===== src/rtl/sign_class_arbiter.sv =====
// sign_class_arbiter: round-robin share of one registered sign classifier among NREQ requesters.
// Latency: 1 cycle from an accepted sample to out_valid carrying its id and pos/neg/zero flags.
// Backpressure: single-entry output register; req_ready is all zero while a result waits on out_ready.
module sign_class_arbiter #(
  parameter int NREQ = 4,
  parameter int DW   = 16
) (
  input  logic                    clk,
  input  logic                    rst,
  input  logic [NREQ-1:0]         req_valid,
  input  logic [NREQ*DW-1:0]      req_data,
  output logic [NREQ-1:0]         req_ready,
  output logic                    out_valid,
  input  logic                    out_ready,
  output logic [$clog2(NREQ)-1:0] out_id,
  output logic                    out_pos,
  output logic                    out_neg,
  output logic                    out_zero
);

  localparam int             IDW     = $clog2(NREQ);
  localparam logic [IDW:0]   NREQ_W  = (IDW+1)'(NREQ);
  localparam logic [IDW-1:0] LAST_ID = IDW'(NREQ - 1);

  // Search origin for the next grant; moves only when a sample is actually taken.
  logic [IDW-1:0] rr_ptr;

  logic           can_load;
  logic           load_ok;
  logic           grant_found;
  logic [IDW-1:0] grant_idx;
  logic [IDW:0]   cand;
  logic [DW-1:0]  sel_data;
  logic           xfer;
  logic           nxt_neg;
  logic           nxt_zero;
  logic           nxt_pos;

  // The register frees up in the same cycle its result is consumed; reset blocks all grants.
  assign can_load = !out_valid || out_ready;
  assign load_ok  = can_load && !rst;
  assign xfer     = load_ok && grant_found;

  // Walk upward from rr_ptr, wrapping modulo NREQ; the first valid requester wins.
  always_comb begin
    grant_found = 1'b0;
    grant_idx   = '0;
    cand        = '0;
    for (int k = 0; k < NREQ; k++) begin
      cand = {1'b0, rr_ptr} + (IDW+1)'(k);
      if (cand >= NREQ_W) begin
        cand = cand - NREQ_W;
      end
      if (!grant_found && req_valid[cand[IDW-1:0]]) begin
        grant_found = 1'b1;
        grant_idx   = cand[IDW-1:0];
      end
    end
  end

  // One-hot ready to the winner, only when the output register can take a result.
  always_comb begin
    req_ready = '0;
    for (int i = 0; i < NREQ; i++) begin
      req_ready[i] = xfer && (grant_idx == IDW'(i));
    end
  end

  // Select the winning sample; it is only registered, never passed straight to an output.
  always_comb begin
    sel_data = '0;
    for (int i = 0; i < NREQ; i++) begin
      if (grant_idx == IDW'(i)) begin
        sel_data = req_data[i*DW +: DW];
      end
    end
  end

  // Sign classification: the MSB alone marks negative, so the most negative value is negative.
  always_comb begin
    nxt_neg  = sel_data[DW-1];
    nxt_zero = (sel_data == '0);
    nxt_pos  = !sel_data[DW-1] && (sel_data != '0);
  end

  // Output register and pointer: load on transfer, clear valid on a drain, otherwise hold.
  always_ff @(posedge clk) begin
    if (rst) begin
      out_valid <= 1'b0;
      out_id    <= '0;
      out_pos   <= 1'b0;
      out_neg   <= 1'b0;
      out_zero  <= 1'b0;
      rr_ptr    <= '0;
    end else if (xfer) begin
      out_valid <= 1'b1;
      out_id    <= grant_idx;
      out_pos   <= nxt_pos;
      out_neg   <= nxt_neg;
      out_zero  <= nxt_zero;
      rr_ptr    <= (grant_idx == LAST_ID) ? '0 : grant_idx + 1'b1;
    end else if (out_valid && out_ready) begin
      out_valid <= 1'b0;
    end
  end

endmodule

===== config.mk =====
export PLATFORM = sky130hd
export DESIGN_NAME = sign_class_arbiter
export DESIGN_NICKNAME = d
export VERILOG_FILES = /design/src/rtl/sign_class_arbiter.sv
export SDC_FILE = /design/constraint.sdc
export NUM_CORES = 1
export LEC_CHECK = 0
export ABC_CLOCK_PERIOD_IN_PS = 4210
export BUFFER_PORTS_ARGS = -buffer_cell sky130_fd_sc_hd__buf_2
export CAP_MARGIN = 15
export CORE_MARGIN = 2
export CORE_UTILIZATION = 34
export DETAILED_ROUTE_END_ITERATION = 16
export GPL_ROUTABILITY_DRIVEN = 0
export PLACE_DENSITY = 0.84
export REMOVE_ABC_BUFFERS = 1
export SYNTH_ARGS = -nofsm -noshare
export SYNTH_HDL_FRONTEND = slang
export SYNTH_SLANG_ARGS = --single-unit
export TNS_END_PERCENT = 1

===== constraint.sdc =====
create_clock -name clk -period 4.21 [get_ports clk]
set_input_delay 0.421 -clock clk [delete_from_list [all_inputs] [get_ports clk]]
set_output_delay 0.421 -clock clk [all_outputs]
set_load 0.01 [all_outputs]

==> impl_metrics.py, run 1 <==
metrics = {
    "pwr": {
        "cellLeakagePower_nw": 0.573,
        "p_clk_share_pct": 19.0,
        "vdd_drop_max_uv": 146,
        "p_total_mw": 0.296,
        "switchingPower_mw": 0.104,
        "powerDensity_mw_per_mm2": 268,
        "p_seq_share_pct": 33.0,
        "switching_share_pct": 35.0,
        "combPwrFrac_pct": 48.0,
        "p_int_mw": 0.192,
    },
    "worst_setup_path": {
        "critPathKind": "input port to register",
        "cp_slowest_cell": "or4_4",
        "r2r-end": "out_pos",
        "worst_setup_path_start_kind": "input port",
        "critPathCaptureType": "register",
        "critPathArrivalTime_ns": 2.66,
        "slowest_delay_ns": 0.56,
        "rrSetupSlack_ns": 1.74,
        "reg2reg_from": "rr_ptr[0]",
        "path_cells": "buf_2 -> nor4_1 -> nor2_1 -> ha_1 -> or4_4 -> o31ai_2 -> nand3_1 -> a32o_1",
        "crit_fanout": 9,
        "cp.required_ns": 4.35,
        "rr_worst_depth": 9,
    },
    "timing": {
        "worstMarginPinSlew_ns": 0.854,
        "finalCriticalPeriod_ns": 2.53,
        "fin_setup_tns_ns": 0,
        "max_freq_ghz": 0.396,
        "rsz0062_at_grt": "no",
        "finClkSkew_ns": 0.00296,
        "slew_headroom_pct": 42.6,
        "finalSetupViolCount": 0,
        "finalHoldViolations": 0,
        "drv_slew": 0,
        "finalCritPeriodShare_pct": 60.0,
    },
    "logic_synthesis": {
        "synth_common_cells": "13 x nor4_1, 10 x nor2_1, 8 x dfxtp_1, 6 x inv_1",
        "synth_edf_count": 0,
        "yosysTopAreaCellShare_pct": 24.3,
        "yosys_most_used_dff": "dfxtp_1",
        "syn_area_per_cell_um2": 7.56,
        "netlist_area_um2": 658,
        "synth.most_common_cell": "nor4_1",
        "synth_seq_area_share_pct": 24.3,
        "synthTopCellsByArea": "dfxtp_1 24%, nor4_1 12%, ha_1 7.6%",
        "synthArstFlopShare_pct": 0,
        "ys_ff_latch": 8,
        "synth_cells": 87,
        "synth_cell_types": 32,
        "yosysWarnings": 0,
        "post-synth-top-area-cell": "dfxtp_1",
    },
    "worst_hold_path": {
        "min_path_type": "input port to register",
        "min_to": "rr_ptr[0]",
        "holdPathStages": 2,
        "worstHoldStart": "rst",
    },
    "layout": {
        "fill_cells": 179,
        "final_nets": 246,
        "fin_area_mm2": 0.00110,
        "drive_above_1_share_pct": 50.9,
        "syn_to_final_growth_pct": 67.3,
        "fin_util_pct": 62.4,
        "fin_cells": 194,
        "antenna_cells": 0,
    },
    "flow_run": {
        "cap_violations": 0,
    },
    "clock_tree": {
        "cts-resized-gates": 0,
        "path_clk_slew_ns": 0.05,
        "cts_hold_buf": 0,
        "cts_buffers": 3,
        "clk_path_buf_depth": 2,
        "htree_levels": 1,
        "cts.sinks": 8,
        "cts_setup_buffers": 0,
        "worstSkewPairLatency_ns": 0.25,
        "cts_tree": "built",
        "cts_root_buf": "clkbuf_4",
    },
    "placement": {
        "placed_cells": 191,
        "place_area_mm2": 0.00108,
        "numPortBuffers": 80,
        "dp_hpwl_mm": 2.01,
    },
    "floorplanning": {
        "initial_core_util_pct": 37.3,
        "dieArea_mm2": 0.00230,
        "rows": 15,
        "die_height_um": 48.0,
        "die_w_um": 48.0,
        "ios": 81,
        "core_area_mm2": 0.00176,
    },
    "grt": {
        "grt_pass1_wl_mm": 3.28,
        "grt_antenna_before_repair": 0,
        "grt_util_all_layers_pct": 20.0,
        "grt_max_degree": 11,
        "grt.overflow.total": 0,
        "grt_pass1_vias": 946,
    },
    "detailed_routing": {
        "drtIter0Drc": 9,
        "firstDrtPassIters": 4,
        "routedWlPerCell_um": 11.5,
        "vias": 999,
        "postRouteAntennaNets": 0,
        "routed_wirelength_mm": 2.23,
        "remaining_drc_errors": 0,
        "via_per_inst": 5.15,
    },
    "run_status": {
        "status": "complete, no violations",
    },
}
## placed cells by master, fill, tap and decap left out, types with 2 or more instances in the layout
cell | Yosys | layout
a211oi_1 | 2 | 2
a21oi_1 | 5 | 5
a31oi_1 | 2 | 2
and2_1 | 3 | 3
buf_2 | 0 | 80
clkbuf_4 | 0 | 3
dfxtp_1 | 8 | 8
ha_1 | 4 | 4
inv_1 | 6 | 6
nand2_1 | 3 | 3
nand3_1 | 5 | 5
nand3b_1 | 2 | 2
nor2_1 | 10 | 10
nor2b_1 | 2 | 2
nor3_1 | 2 | 2
nor4_1 | 13 | 13
o21ai_0 | 3 | 3
## worst max-delay path, delay by kind of cell
family / cells / cell delay, ns
buffers and inverters: 1 / 0.13
adders and majority gates: 1 / 0.32
and+or+nand+nor: 4 / 1.32
AOI/OAI and AO/OA: 2 / 0.47
## layer usage
metal  up-vias  routed length (µm)  part of all wire (%)  GRT usage, %
li1        501                   -                     -             -
met1       440                 847                    38          18.6
met2        52                1160                    52          40.5
met3         6                 179                   8.0          6.04
met4         0                  40                   1.8          6.49
met5         -                   0                     0             0
## state kept, by name, indices dropped and copies added, names as in the netlist
name	count
out_zero	1
rr_ptr	2
out_id	2
out_neg	1
out_valid	1
out_pos	1
## worst max path at each step
stage,startpoint,end,slack (ns)
finish,req_valid[0],out_pos,1.68
global route,req_valid[0],out_pos,1.54
CTS,req_valid[0],out_pos,1.71
detailed placement,req_valid[0],out_pos,1.44
global placement,req_valid[0],out_pos,1.53
floorplan,req_valid[0],out_pos,1.78
## power by group through the flow
stage / Sequential [mW] / Combinational, mW / Clock [mW]
finish: 0.0975 / 0.142 / 0.0562
global route: 0.0995 / 0.158 / 0.0613
CTS: 0.0977 / 0.143 / 0.0585
detailed placement: 0.0992 / 0.142 / 0
global placement: 0.0982 / 0.136 / 0
floorplan: 0.102 / 0.0752 / 0
## per-stage QoR
step / hold WS, ns / worst slack (ns)
2_1_floorplan: 0.488 / 1.78
3_5_place_dp: 0.443 / 1.44
6_report: 0.416 / 1.68
3_3_place_gp: 0.438 / 1.53
5_1_grt: 0.440 / 1.54
4_1_cts: 0.412 / 1.71
## layout make-up
type / instances / area [µm²] / share of cell area [%]
inverter: 6 / 22.5 / 2.05
timing repair buffer: 80 / 400 / 36.4
tap: 25 / 31.3 / 2.84
clock buffer: 3 / 22.5 / 2.05
sequential: 8 / 160 / 14.5
multi-input combinational: 72 / 464 / 42.2
## kinds of logic after synthesis
logic type               count (synthesis)  synth area share, %
AND/OR/NAND/NOR                         46                 39.4
AO/OA/AOI/OAI                           21                 22.1
flip-flops                               8                 24.3
buffers and inverters                    7                 5.13
adder cells (fa/ha/maj)                  4                 7.60
multiplexers                             1                 1.52
Power figures use the tool's default switching activity.
==> inputs of run 2 (changes only) <==
--- a/config.mk
+++ b/config.mk
@@ -5,14 +5,15 @@
 export SDC_FILE = /design/constraint.sdc
 export NUM_CORES = 1
 export LEC_CHECK = 0
-export ABC_CLOCK_PERIOD_IN_PS = 4210
+export ABC_AREA = 1
+export ABC_CLOCK_PERIOD_IN_PS = 2500
 export BUFFER_PORTS_ARGS = -buffer_cell sky130_fd_sc_hd__buf_2
 export CAP_MARGIN = 15
 export CORE_MARGIN = 2
-export CORE_UTILIZATION = 34
+export CORE_UTILIZATION = 38
 export DETAILED_ROUTE_END_ITERATION = 16
 export GPL_ROUTABILITY_DRIVEN = 0
-export PLACE_DENSITY = 0.84
+export PLACE_DENSITY = 0.8
 export REMOVE_ABC_BUFFERS = 1
 export SYNTH_ARGS = -nofsm -noshare
 export SYNTH_HDL_FRONTEND = slang
==> constraint.sdc (replaced) <==
create_clock -name clk -period 2.5 [get_ports clk]
set_input_delay 0.25 -clock clk [delete_from_list [all_inputs] [get_ports clk]]
set_output_delay 0.25 -clock clk [all_outputs]
set_load 0.01 [all_outputs]
==> run 2 against run 1 <==
Against the previous run: sequential share of layout area fell by 4.2 points; non-clock buffer count rose by 18; highest routed layer unchanged; largest power group unchanged; sequential power rose by 100%; global-route usage fell by 2.8 points; critical endpoint is now req_ready[3]; cell area rose by 42%; critical path type is now register to output port; utilization rose by 2.6 points.
==> impl_metrics.py, run 2 <==
metrics = {
    "run_status": {
        "status": "complete, no violations",
    },
    "grt": {
        "grt.overflow.total": 0,
        "grt_max_degree": 15,
        "grt_pass1_wl_mm": 3.84,
        "grt_util_all_layers_pct": 17.2,
        "grt_pass1_vias": 1051,
        "grt_antenna_before_repair": 0,
    },
    "timing": {
        "finalCritPeriodShare_pct": 97.5,
        "finalCriticalPeriod_ns": 2.44,
        "finalHoldViolations": 0,
        "drv_slew": 0,
        "max_freq_ghz": 0.410,
        "worstMarginPinSlew_ns": 0.229,
        "finClkSkew_ns": 0.00288,
        "rsz0062_at_grt": "yes",
        "slew_headroom_pct": 84.6,
        "finalSetupViolCount": 0,
    },
    "worst_setup_path": {
        "critPathCaptureType": "output port",
        "cp.required_ns": 2.25,
        "critPathKind": "register to output port",
        "critPathArrivalTime_ns": 2.19,
        "rr_worst_depth": 21,
        "worst_setup_path_start_kind": "register",
        "crit_fanout": 5,
        "crit_end": "req_ready[3]",
        "rrSetupSlack_ns": 0.08,
        "r2r-end": "out_pos",
        "startpoint": "rr_ptr[0]",
        "reg2reg_from": "rr_ptr[0]",
    },
    "clock_tree": {
        "cts_root_buf": "clkbuf_4",
        "path_clk_slew_ns": 0.05,
        "cts.sinks": 8,
        "htree_levels": 1,
        "cts_tree": "built",
        "worstSkewPairLatency_ns": 0.25,
        "clk_path_buf_depth": 2,
        "cts_buffers": 3,
    },
    "pwr": {
        "powerDensity_mw_per_mm2": 1220,
        "p_total_mw": 1.91,
        "vdd_drop_max_uv": 756,
        "cellLeakagePower_nw": 0.913,
    },
    "logic_synthesis": {
        "synth.most_common_cell": "nand2_1",
        "syn_area_per_cell_um2": 5.46,
        "synth_common_cells": "51 x nand2_1, 43 x nor2_1, 19 x inv_1, 13 x nand3_1, 9 x nand2_2",
        "synth_seq_area_share_pct": 17.0,
        "synthArstFlopShare_pct": 0,
        "yosysWarnings": 0,
        "post-synth-top-area-cell": "nand2_1",
        "synth_cell_types": 23,
        "yosys_most_used_dff": "dfxtp_1",
        "netlist_area_um2": 940,
        "ys_ff_latch": 8,
        "yosysTopAreaCellShare_pct": 20.4,
        "synth_edf_count": 0,
        "synthTopCellsByArea": "nand2_1 20%, nor2_1 17%, dfxtp_1 17%",
        "synth_cells": 172,
    },
    "detailed_routing": {
        "remaining_drc_errors": 0,
        "vias": 1357,
        "routed_wirelength_mm": 2.77,
        "postRouteAntennaNets": 0,
        "routedWlPerCell_um": 9.19,
        "drtIter0Drc": 10,
        "firstDrtPassIters": 4,
        "via_per_inst": 4.51,
    },
    "layout": {
        "regArea_um2": 161,
        "mostFrequentLayoutCell": "buf_2",
        "drive_above_1_share_pct": 46.9,
        "largestRegisters": "out_id: 2 flops, rr_ptr: 2 flops",
        "multi_input_area_um2": 726,
        "fill_cells": 247,
        "final_nets": 348,
        "fin_cells": 301,
        "antenna_cells": 0,
        "final_cell_mix": "80 x buf_2, 48 x nand2_1, 41 x nor2_1, 18 x inv_1, 17 x buf_4",
        "syn_to_final_growth_pct": 66.7,
    },
    "floorplanning": {
        "rows": 18,
        "die_height_um": 53.7,
        "ios": 81,
        "dieArea_mm2": 0.00289,
        "core_area_mm2": 0.00241,
        "initial_core_util_pct": 39.0,
        "die_w_um": 53.7,
    },
    "placement": {
        "dp_hpwl_mm": 2.25,
        "numPortBuffers": 80,
        "placed_cells": 289,
    },
    "worst_hold_path": {
        "min_path_type": "input port to register",
    },
    "flow_run": {
        "cap_violations": 0,
    },
}
## run 2: changes by cell type after synthesis, sizes merged, moves of 3 or more
cell and change:
and2 -4, inv +14, nand2 +58, nand3 +9, nor2 +34, nor4 -11
o21ai +3
## run 2: critical path, cell delays in order, from the launching register on
cell	delay (ns)
dfxtp_2	0.33
buf_4	0.14
nand2_1	0.09
nand2_1	0.09
nand2_2	0.09
nand2_4	0.06
nor2_4	0.09
nand2_2	0.07
o211ai_1	0.21
nand2_1	0.15
inv_2	0.10
ha_1	0.20
inv_1	0.08
nor2_1	0.09
buf_2	0.13
## run 2: worst min-delay path by stage
stage,start,end,slack [ns],depth (start not counted)
final,rst,rr_ptr[0],0.20,2
after global routing,rst,rr_ptr[0],0.20,2
after CTS,rst,rr_ptr[0],0.19,2
after detailed placement,rst,rr_ptr[0],0.46,2
after global placement,out_pos,out_pos,0.46,2
after floorplan,rst,rr_ptr[0],0.31,1
## run 2: per-layer routing
| layer | global-route usage, % | vias up | wire [µm] |
|---|---|---|---|
| met1 | 21.3 | 570 | 1140 |
| met3 | 0.833 | 8 | 183 |
| li1 | - | 736 | - |
| met4 | 5.13 | 0 | 53 |
| met5 | 0 | - | 0 |
| met2 | 31.7 | 43 | 1390 |
## run 2: repair_timing
item | CTS | global route
hold buffers | 0 | 0
hold endpoints to repair | 0 | 0
buffers inserted | 8 | 1
setup endpoints to repair | 3 | 7
cloned | 0 | 0
gates resized for setup | 3 | 14
pin swaps | 3 | 11
## run 2: power by group
group	switching [mW]	internal [mW]	total, mW	leakage (nW)
registers	0.0247	0.174	0.199	0.0666
clock network	0.0432	0.0549	0.0981	0.0138
logic	0.857	0.755	1.61	0.832
## run 2: per-stage QoR
step | hold WS (ns) | TNS [ns] | setup slack [ns] | instance area, µm² | util, %
detailed placement | 0.463 | -0.0871 | -0.0591 | 1410 | 58.7
floorplan | 0.312 | 0 | 0.0674 | 908 | -
global placement | 0.458 | -0.00849 | -0.00849 | 1410 | 58.7
CTS | 0.186 | 0 | 0.000852 | 1500 | 62.4
global route | 0.197 | -0.606 | -0.201 | 1570 | 65.0
finish | 0.197 | 0 | 0.0631 | 1570 | 65.0
## run 2: logic make-up (layout without fill, tap and decap cells)
| family | after synthesis | count (layout) | share of synthesized area (%) |
|---|---|---|---|
| buffers and inverters | 22 | 121 | 11.9 |
| AO/OA/AOI/OAI | 12 | 12 | 7.32 |
| flip-flops | 8 | 8 | 17.0 |
| adder cells (fa/ha/maj) | 4 | 4 | 5.33 |
| AND/OR/NAND/NOR | 126 | 126 | 58.5 |
## run 2: final cells by class
| cell class | instances | share of cell area (%) |
|---|---|---|
| Timing Repair Buffer | 98 | 34.4 |
| Sequential cell | 8 | 10.3 |
| Tap cell | 30 | 2.40 |
| Multi-Input combinational cell | 142 | 46.3 |
| Inverter | 20 | 5.11 |
| Clock buffer | 3 | 1.44 |
==> inputs of run 3 (changes only) <==
--- a/config.mk
+++ b/config.mk
@@ -9,11 +9,13 @@
 export ABC_CLOCK_PERIOD_IN_PS = 2500
 export BUFFER_PORTS_ARGS = -buffer_cell sky130_fd_sc_hd__buf_2
 export CAP_MARGIN = 15
+export CELL_PAD_IN_SITES_DETAIL_PLACEMENT = 1
+export CELL_PAD_IN_SITES_GLOBAL_PLACEMENT = 2
 export CORE_MARGIN = 2
-export CORE_UTILIZATION = 38
+export CORE_UTILIZATION = 16
 export DETAILED_ROUTE_END_ITERATION = 16
 export GPL_ROUTABILITY_DRIVEN = 0
-export PLACE_DENSITY = 0.8
+export PLACE_DENSITY_LB_ADDON = 0.1
 export REMOVE_ABC_BUFFERS = 1
 export SYNTH_ARGS = -nofsm -noshare
 export SYNTH_HDL_FRONTEND = slang
==> run 3 against run 2 <==
Against the previous run: the run now ends with negative setup slack left; first-iteration DRC count grew 60%; largest power group unchanged; utilization shrank 34 points; clock skew is 0.0016 ns lower; highest routed layer unchanged; worst setup slack worse by 0.076 ns; non-clock buffer count grew 1.
==> impl_metrics.py, run 3 (synthesized netlist as in run 2, its figures left out) <==
metrics = {
    "run_status": {
        "status": "complete, but fails checks",
        "violations": "negative setup slack",
    },
    "pwr": {
        "p_total_mw": 2.24,
        "vdd_drop_max_uv": 563,
        "powerDensity_mw_per_mm2": 1280,
        "cellLeakagePower_nw": 0.958,
    },
    "grt": {
        "grt_antenna_before_repair": 0,
        "top_usage_layer": "met2",
        "grt.overflow.total": 0,
        "met2_usage_pct": 17.3,
        "use_met1_pct": 15.2,
        "use_met3_pct": 0.787,
        "grt_max_degree": 15,
        "grt_pass1_vias": 1261,
        "grt_pass1_wl_mm": 5.66,
        "grt_util_all_layers_pct": 10.7,
    },
    "clock_tree": {
        "path_clk_slew_ns": 0.04,
        "cts_root_buf": "clkbuf_8",
        "cts.sinks": 8,
        "htree_levels": 1,
        "cts_buffers": 3,
        "cts_tree": "built",
        "clk_path_buf_depth": 2,
        "cts_hold_buf": 0,
        "worstSkewPairLatency_ns": 0.23,
    },
    "detailed_routing": {
        "firstDrtPassIters": 4,
        "routedWlPerCell_um": 10.6,
        "routed_wirelength_mm": 3.66,
        "drtIter0Drc": 16,
        "postRouteAntennaNets": 0,
        "vias": 1379,
        "remaining_drc_errors": 0,
        "via_per_inst": 4.01,
    },
    "timing": {
        "slew_headroom_pct": 83.5,
        "finalHoldViolations": 0,
        "drv_slew": 0,
        "finalSetupViolCount": 1,
        "finClkSkew_ns": 0.00124,
        "fin_ws_ns": -0.0129,
        "finalCritPeriodShare_pct": 101,
        "worstMarginPinSlew_ns": 0.245,
        "finalCriticalPeriod_ns": 2.51,
        "max_freq_ghz": 0.398,
        "rsz0062_at_grt": "yes",
        "fin_setup_tns_ns": -0.0129,
    },
    "placement": {
        "placed_cells": 336,
        "place_area_mm2": 0.00152,
        "dp_hpwl_mm": 3.05,
        "numPortBuffers": 80,
    },
    "layout": {
        "antenna_cells": 0,
        "mostFrequentLayoutCell": "buf_2",
        "syn_to_final_growth_pct": 86.2,
        "multi_input_area_um2": 788,
        "final_cell_mix": "80 x buf_2, 41 x nand2_1, 40 x nor2_1, 16 x inv_1, 15 x buf_4",
        "drive_above_1_share_pct": 52.6,
        "fill_cells": 763,
        "fin_area_mm2": 0.00175,
        "regArea_um2": 164,
        "largestRegisters": "out_id: 2 flops, rr_ptr: 2 flops",
        "fin_cells": 344,
        "final_nets": 349,
    },
    "floorplanning": {
        "rows": 27,
        "die_height_um": 80.6,
        "ios": 81,
        "dieArea_mm2": 0.00650,
        "die_w_um": 80.6,
        "core_area_mm2": 0.00557,
        "initial_core_util_pct": 16.9,
    },
    "worst_setup_path": {
        "critPathArrivalTime_ns": 2.63,
        "cp.required_ns": 2.62,
        "crit_fanout": 7,
        "critPathCaptureType": "register",
        "critPathKind": "register to register",
        "worst_setup_path_start_kind": "register",
    },
    "worst_hold_path": {
        "min_path_type": "input port to register",
    },
    "flow_run": {
        "cap_violations": 0,
    },
}
run 3: cell types whose count changed in the layout (fill, tap and decap cells not counted), sizes merged:
cell | previous run | this run
buf | 98 | 99
run 3: metrics by stage:
step | hold slack [ns] | utilization [%] | worst slack, ns
3_3_place_gp | 0.467 | 27.2 | -0.0119
6_report | 0.239 | 31.4 | -0.0129
3_5_place_dp | 0.467 | 27.2 | -0.0526
5_1_grt | 0.252 | 31.4 | -0.233
2_1_floorplan | 0.312 | - | 0.0674
4_1_cts | 0.228 | 30.2 | 0.00112
run 3: layout make-up:
| cell class | count | area share [%] |
|---|---|---|
| Multi-Input combinational cell | 142 | 45.1 |
| Timing Repair Buffer | 99 | 33.3 |
| Sequential cell | 8 | 9.37 |
| Tap cell | 72 | 5.15 |
| Inverter | 20 | 4.72 |
| Clock buffer | 3 | 2.36 |
run 3: timing repair:
item,CTS,global route
endpoints found under the setup margin,4,7
pin swaps,14,14
buffers inserted,4,0
resized for setup,21,20
cloned,1,0
run 3: routing by layer:
layer | vias up | wire (µm)
met4 | 0 | 4
met5 | - | 0
li1 | 737 | -
met3 | 2 | 239
met1 | 602 | 1650
met2 | 38 | 1760
run 3: power by group:
group	switching, mW	internal, mW	leakage [nW]
combinational	0.991	0.887	0.870
clock	0.0502	0.104	0.0216
sequential	0.0282	0.177	0.0669
run 3: path summary, 6_finish.rpt:
path | from | end | slack (ns) | cells past startpoint
hold / removal | rst | rr_ptr[0] | 0.24 | 2
hold reg to reg | out_id[1] | out_id[1] | 0.48 | 2
setup reg to reg | rr_ptr[0] | out_pos | -0.01 | 21
setup / recovery | rr_ptr[0] | out_pos | -0.01 | 21
run 3: critical path, cell delays in order (launching register included):
cell	delay, ns
dfxtp_4	0.36
buf_12	0.14
inv_8	0.09
nand2_4	0.06
nand3_1	0.09
inv_1	0.07
nor2_2	0.14
nand2_2	0.09
o211ai_1	0.20
nand2_1	0.14
inv_2	0.11
ha_4	0.13
inv_2	0.03
or2_4	0.22
nor2_1	0.10
nand3_1	0.07
nand2_1	0.07
inv_1	0.03
nand2_1	0.05
nand2_1	0.07
nand2_1	0.08
a21oi_2	0.05
